File: src/rtl/spi_master.sv
// spi_master: single-byte, full-duplex, MSB-first SPI initiator.
// SCLK, CS_n and MOSI are generated from i_clk; MISO is sampled on the
// capture edge selected by SPI_MODE. Every output is driven from a register.
// Optional build macro: SPI_MASTER_LOOPBACK_EN. When defined, the sampled
// MISO bit is taken from the registered MOSI output and i_spi_miso is ignored.
`timescale 1ns/1ps
module spi_master #(
  parameter int SPI_MODE          = 0,
  parameter int CLKS_PER_HALF_BIT = 2
) (
  input  logic       i_clk,
  input  logic       i_rstn,
  input  logic [7:0] i_tx_byte,
  input  logic       i_tx_dv,
  output logic       o_tx_ready,
  output logic [7:0] o_rx_byte,
  output logic       o_rx_dv,
  output logic       o_spi_clk,
  output logic       o_spi_mosi,
  input  logic       i_spi_miso,
  output logic       o_spi_csn
);

  localparam logic       CPOL     = 1'(SPI_MODE / 2);
  localparam logic       CPHA     = 1'(SPI_MODE % 2);
  localparam logic [7:0] HALF_MAX = 8'(CLKS_PER_HALF_BIT - 1);

  typedef enum logic [2:0] {IDLE, SETUP, SHIFT, HOLD, GAP} state_t;

  state_t     state_q, state_d;
  logic [7:0] cnt_q, cnt_d;
  logic [4:0] edge_q, edge_d;
  logic [7:0] tx_q, tx_d;
  logic [7:0] rx_q, rx_d;
  logic [7:0] rx_byte_q, rx_byte_d;
  logic       sclk_q, sclk_d;
  logic       mosi_q, mosi_d;
  logic       csn_q, csn_d;
  logic       ready_q, ready_d;
  logic       rx_dv_q, rx_dv_d;

  logic       accept;
  logic       half_done;
  logic [4:0] edge_nx;
  logic       sample_edge;
  logic       miso_s;

`ifdef SPI_MASTER_LOOPBACK_EN
  // Loopback: capture our own registered MOSI; the pin is left unconnected.
  logic unused_miso;
  assign unused_miso = i_spi_miso;
  assign miso_s      = mosi_q;
`else
  assign miso_s      = i_spi_miso;
`endif

  assign accept    = (state_q == IDLE) && i_tx_dv && ready_q;
  assign half_done = (cnt_q == HALF_MAX);
  assign edge_nx   = edge_q + 5'd1;
  // CPHA=0 captures on leading (odd) edges, CPHA=1 on trailing (even) edges.
  assign sample_edge = edge_nx[0] ^ CPHA;

  // State register.
  always_ff @(posedge i_clk or negedge i_rstn) begin
    if (!i_rstn) state_q <= IDLE;
    else         state_q <= state_d;
  end

  // Next-state logic: each timed phase ends when the half-bit counter wraps.
  always_comb begin
    state_d = state_q;
    case (state_q)
      IDLE:  if (accept) state_d = SETUP;
      SETUP: if (half_done) state_d = SHIFT;
      SHIFT: if (half_done && (edge_nx == 5'd16)) state_d = HOLD;
      HOLD:  if (half_done) state_d = GAP;
      GAP:   if (half_done) state_d = IDLE;
      default: state_d = IDLE;
    endcase
  end

  // Output and datapath next values; SETUP's wrap produces SCLK edge 1.
  always_comb begin
    cnt_d     = (state_q == IDLE || half_done) ? 8'd0 : cnt_q + 8'd1;
    edge_d    = edge_q;
    tx_d      = tx_q;
    rx_d      = rx_q;
    rx_byte_d = rx_byte_q;
    sclk_d    = sclk_q;
    mosi_d    = mosi_q;
    csn_d     = csn_q;
    ready_d   = ready_q;
    rx_dv_d   = 1'b0;
    case (state_q)
      IDLE: begin
        if (accept) begin
          csn_d   = 1'b0;
          ready_d = 1'b0;
          edge_d  = 5'd0;
          rx_d    = 8'h00;
          if (CPHA) begin
            tx_d = i_tx_byte;
          end else begin
            // Bit 7 must be on the wire before the first (capturing) edge.
            mosi_d = i_tx_byte[7];
            tx_d   = {i_tx_byte[6:0], 1'b0};
          end
        end
      end
      SETUP, SHIFT: begin
        if (half_done) begin
          sclk_d = ~sclk_q;
          edge_d = edge_nx;
          if (sample_edge) begin
            rx_d = {rx_q[6:0], miso_s};
          end else if (edge_nx != 5'd16) begin
            // Launch edge; edge 16 would be past the last bit for CPHA=0.
            mosi_d = tx_q[7];
            tx_d   = {tx_q[6:0], 1'b0};
          end
        end
      end
      HOLD: begin
        if (half_done) begin
          csn_d     = 1'b1;
          rx_dv_d   = 1'b1;
          rx_byte_d = rx_q;
        end
      end
      GAP: begin
        if (half_done) ready_d = 1'b1;
      end
      default: ;
    endcase
  end

  // Output, counter and shift registers; reset discards any partial byte.
  always_ff @(posedge i_clk or negedge i_rstn) begin
    if (!i_rstn) begin
      cnt_q     <= 8'd0;
      edge_q    <= 5'd0;
      tx_q      <= 8'h00;
      rx_q      <= 8'h00;
      rx_byte_q <= 8'h00;
      sclk_q    <= CPOL;
      mosi_q    <= 1'b0;
      csn_q     <= 1'b1;
      ready_q   <= 1'b1;
      rx_dv_q   <= 1'b0;
    end else begin
      cnt_q     <= cnt_d;
      edge_q    <= edge_d;
      tx_q      <= tx_d;
      rx_q      <= rx_d;
      rx_byte_q <= rx_byte_d;
      sclk_q    <= sclk_d;
      mosi_q    <= mosi_d;
      csn_q     <= csn_d;
      ready_q   <= ready_d;
      rx_dv_q   <= rx_dv_d;
    end
  end

  assign o_tx_ready = ready_q;
  assign o_rx_byte  = rx_byte_q;
  assign o_rx_dv    = rx_dv_q;
  assign o_spi_clk  = sclk_q;
  assign o_spi_mosi = mosi_q;
  assign o_spi_csn  = csn_q;

endmodule

File: config.mk
export PLATFORM = sky130hd
export DESIGN_NAME = spi_master
export DESIGN_NICKNAME = d
export VERILOG_FILES = /design/src/rtl/spi_master.sv
export SDC_FILE = /design/constraint.sdc
export NUM_CORES = 1
export LEC_CHECK = 0
export BUFFER_PORTS_ARGS = -buffer_cell sky130_fd_sc_hd__buf_2
export CORE_ASPECT_RATIO = 1.25
export CORE_MARGIN = 2
export CORE_UTILIZATION = 28
export CTS_CLUSTER_DIAMETER = 120
export DETAILED_ROUTE_END_ITERATION = 10
export PLACE_DENSITY = 0.43
export SLEW_MARGIN = 10
export SYNTH_ARGS = -nofsm -noshare
export SYNTH_HDL_FRONTEND = slang
export SYNTH_SLANG_ARGS = --single-unit
File: constraint.sdc
create_clock -name i_clk -period 3.15 [get_ports i_clk]
set_clock_uncertainty 0.1 [all_clocks]
set_input_delay 0.4725 -clock i_clk [delete_from_list [all_inputs] [get_ports i_clk]]
set_output_delay 0.4725 -clock i_clk [all_outputs]
set_load 0.05 [all_outputs]
* Word level (Yosys, flattened, before mapping)
Cells that the tools add are included.
** Storage, ports and cells
- Input port bits :: 12
- Bits in registers :: 45
- Word-level logic and storage cells :: 77
- Output and inout bits :: 13
** Cells by class
- Mux-type cells :: 30
- Eq/ne operators :: 16
- $add $sub $neg :: 2
- Reduce and logical (&&, ||, !) cells :: 17
- Bitwise logic cells :: 1
** Operator list (number)
- 8-bit 2-to-1 mux :: 8
- 8-bit case mux with 2 select lines :: 2
- 2-bit != test, second input constant :: 9
- 3-bit 2-to-1 mux :: 5
- 3-bit case mux with 5 select lines :: 1
- 5-bit 2-to-1 mux :: 2
- 5-bit case mux with 2 select lines :: 1
- 5-bit AND reduction :: 2
- 3-bit AND reduction :: 3
- 8-bit by 1-bit adder with 8-bit output, second input constant :: 1
- 8-bit by 1-bit equality test with 1-bit output, second input constant :: 1
- 1-bit 2-to-1 mux :: 8
- 3-bit by 2-bit equality test with 1-bit output, second input constant :: 2
- 1-bit case mux with 2 select lines :: 3
- 2-bit nonzero test :: 3
- 5-bit by 1-bit adder with 5-bit output, second input constant :: 1
- 5-bit equality test, second input constant :: 1
- 5-bit != test, second input constant :: 1
- 2-bit AND reduction :: 2
- 4-bit AND reduction :: 1
- 3-bit by 1-bit equality test with 1-bit output, second input constant :: 1
- 3-bit equality test, second input constant :: 1
- 1-bit logical AND :: 3
- 3-bit zero test :: 1
- 3 further kinds :: 3

* Depth between registers and ports, before layout
- Word-level depth :: 6
- Depth in mapped cells :: 8
- Mapped depth without buffers :: 7

* Least setup slack after synthesis
OpenSTA, ideal clock, no wires.
- Path type :: reg2reg
- Start point :: reg cnt_q[1]
- End point :: reg edge_q[4]
- Path slack :: 0.660 ns
- Path buffers :: 1
- Arrival :: 2.321 ns
- Period minus slack after synthesis :: 2.490 ns
- Stages on the path, launching flop included :: 9
- Cell sequence :: dfrtp_1 inv_1 ha_1 or4b_4 or4_4 buf_6 a21o_1 or4_1 nand3_1
** On the way
- Longest elaborated chain between the ends :: 3
** RTL lines
- start, declared :: RTL line 31 : logic [7:0] cnt_q, cnt_d;
- start signal, assigned :: RTL line 151 : cnt_q <= cnt_d;
- 8-bit by 1-bit equality test with 1-bit output :: RTL line 58 : assign half_done = (cnt_q == HALF_MAX);
- 2-bit != test (no source line)
- 3-bit AND reduction (no source line)
- end signal, assigned :: RTL line 152 : edge_q <= edge_d;
- end, declared :: RTL line 32 : logic [4:0] edge_q, edge_d;
Every way passes these cells.
A chain may end at the register's enable or synchronous reset.

* Final worst setup path
Ends and elaborated chain as after synthesis.

==> flow_metrics.tcl <==
set metrics [dict create \
    status "complete, no violations" \
    slowest_stage "or4_4" \
    rsz0062_at_grt "false" \
    nFillCells 748 \
    grt_pass1_vias 1490 \
    die_x_um 80.1 \
    ys.flop_type "dfrtp_1" \
    multiInputGateArea_um2 856 \
    rows 34 \
    cts_resized 0 \
    hold_class "in2async" \
    grt_start_max_net_pins 45 \
    ys_top_cells_by_area "dfrtp_1, a221o_1, xor2_1" \
    portBuffers 24 \
    dp_hpwl_um 2800 \
    numCtsBuffers 5 \
    drive_gt1_frac 0.223 \
    dr.pass1.iters 5 \
    die_h_um 99.1 \
    cts_tree "done" \
    cts.clk_slew.worst_paths_ps 90 \
    place.gp.congestion 0.726 \
    ctsLongestPathBuffers 2 \
    cts_setup_buffers 0 \
    boundaryPins 25 \
    total_power_mw 1.02 \
    setup.worst_path.end_class "register" \
    clock_sinks 44 \
    grt_use_total 0.115 \
    area_growth_pct 16.6 \
    cap_viol_max_count 0 \
    synth_warnings 0 \
    routedWlPerCell_um 13.0 \
    finalSetupTns_ps 0 \
    routed_wl_um 3960 \
    crit_family "simple AND/OR/NAND/NOR gates" \
    route.detailed.drc 0 \
    cp_max_fo 9 \
    p_per_area_nw_per_um2 432 \
    final_nets 230 \
    syn_nets 203 \
    htree_levels 2 \
    postSynth.asyncResetShare 1.00 \
    worstMarginPinSlew_ps 983 \
    clock_latency_ps 300 \
    synth_cell_types 39 \
    synth_cells 187 \
    relSlewSlack 0.345 \
    irDropWorstVdd_uv 161 \
    vias 1474 \
    ctsHoldBuffers 0 \
    p_leak_nw 1.21 \
    slowest_delay_ps 500 \
    regArea_um2 1100 \
    num_antenna_cells 0 \
    start_util 0.291 \
    hold_violations 0 \
    arrival_ps 2680 \
    yosys_register_bits 44 \
    synth_largest_area_cell "dfrtp_1" \
    synth_top_area_share 0.519 \
    vias_per_cell 4.83 \
    synth.avg_cell_area_um2 10.8 \
    grt_pass1_wl_um 7110 \
    ys_seq_area_frac 0.544 \
    cp.required_ps 3280 \
    start_kind "register" \
    dieArea_um2 7940 \
    crit_buf_inv 1 \
    min_period_ps 2540 \
    drt_iter0_markers 125 \
    coreArea_um2 6980 \
    ant_nets 0 \
    crit_type "reg2reg" \
    synthesis.area_um2 2030 \
    synth_edf_count 0 \
    finalSetupViolations 0 \
    path_cells "inv_1 > ha_1 > or4b_4 > or4_4 > a21o_1 > or4_1 > nand3_1" \
    max_freq_mhz 393 \
    antenna_found_initial 0 \
    fin_crit_sh 0.808 \
    root_buffer "clkbuf_8" \
    overflow 0 \
    final-max-slew-violation-count 0 \
]
==> where the power goes <==
group	total (mW)	internal, mW	switching, mW
Sequential	0.564	0.564	0
Clock	0.439	0.239	0.200
Combinational	0.0170	0.00488	0.0122
Total	1.02	0.808	0.212
==> logic make-up after synthesis <==
group                      Yosys count  share of synthesized area
xor gates and xnor gates             9                     0.0389
buffers and inverters               15                     0.0333
muxes                                8                     0.0420
and+or+nand+nor                     71                      0.188
adders and majority gates            4                     0.0247
AOI/OAI and AO/OA                   36                      0.128
DFF                                 44                      0.544
==> final timing paths <==
kind / start / endpoint / slack, ps / depth (start not counted)
max in group asynchronous: i_rstn / tx_q[1]$_DFFE_PN0P_ / 2110 / 1
hold reg to reg: o_spi_clk$_DFFE_PN0P_ / o_spi_clk$_DFFE_PN0P_ / 360 / 1
hold / removal: i_rstn / o_rx_byte[5]$_DFFE_PN0P_ / 230 / 1
setup / recovery: cnt_q[1]$_DFF_PN0_ / edge_q[4]$_DFFE_PN0P_ / 610 / 7
setup reg to reg: cnt_q[1]$_DFF_PN0_ / edge_q[4]$_DFFE_PN0P_ / 610 / 7
min in group i_clk: i_tx_byte[0] / tx_q[1]$_DFFE_PN0P_ / 300 / 2
==> layout by cell type, fill, tap and decap left out, types with 2 or more instances in the layout <==
cell,n
nand3_1,13
dfstp_2,2
nand2_1,15
a221o_1,7
a21oi_1,4
buf_4,4
o21ai_0,10
nand2b_1,2
xor2_1,8
buf_2,24
ha_1,4
and2_1,8
clkbuf_8,5
mux2_2,4
mux2i_1,4
nor2b_1,2
inv_1,7
a21o_1,6
nor4_1,4
o31ai_1,2
nor2_1,18
dfrtp_1,42
==> metrics by stage <==
step                      hold WS [ps]   util  instance area, um^2  instances  worst slack (ps)
after floorplan                   76.9      -                 2030        187               660
after global placement             355  0.322                 2250        297               654
after detailed placement           362  0.322                 2250        297               614
after CTS                          270  0.339                 2360        305               578
after global routing               312  0.339                 2360        305               447
final                              226  0.339                 2360        305               606
==> layout make-up <==
cell class	count	share of cell area
Sequential cell	44	0.467
Multi-Input combinational cell	128	0.362
Timing Repair Buffer	28	0.0635
Tap cell	90	0.0476
Clock buffer	5	0.0291
Clock inverter	3	0.0196
Inverter	7	0.0111
==> sequential cells by signal, indices dropped and copies added (netlist names), 3 cells and up <==
signal and cells:
tx_q 7, rx_q 8, o_rx_byte 8, cnt_q 8, state_q 3, edge_q 5
==> cells in the mapped netlist, types with 2 or more instances <==
cell,count
a21oi_1,4
dfstp_2,2
buf_2,3
ha_1,4
nand2_1,15
mux2_2,4
a21o_1,6
xor2_1,8
nor2b_1,2
inv_1,7
a221o_1,7
nor2_1,18
dfrtp_1,42
nand3_1,13
and2_1,8
nand2b_1,2
mux2i_1,4
o31ai_1,2
clkbuf_1,4
nor4_1,4
o21ai_0,10
==> worst register-to-register path: stages (launching register included) <==
cell,delay [ps]
dfrtp_1,420
inv_1,70
ha_1,120
or4b_4,470
or4_4,500
a21o_1,240
or4_1,470
nand3_1,100
==> layer usage <==
layer | share of wire | wire, um | track usage
met1 | 0.43 | 1700 | 0.145
met2 | 0.52 | 2050 | 0.190
met3 | 0.038 | 152 | 0.0236
met4 | 0.015 | 60 | 0.0469
met5 | 0 | 0 | 0
(Power assumes the default switching activity.)
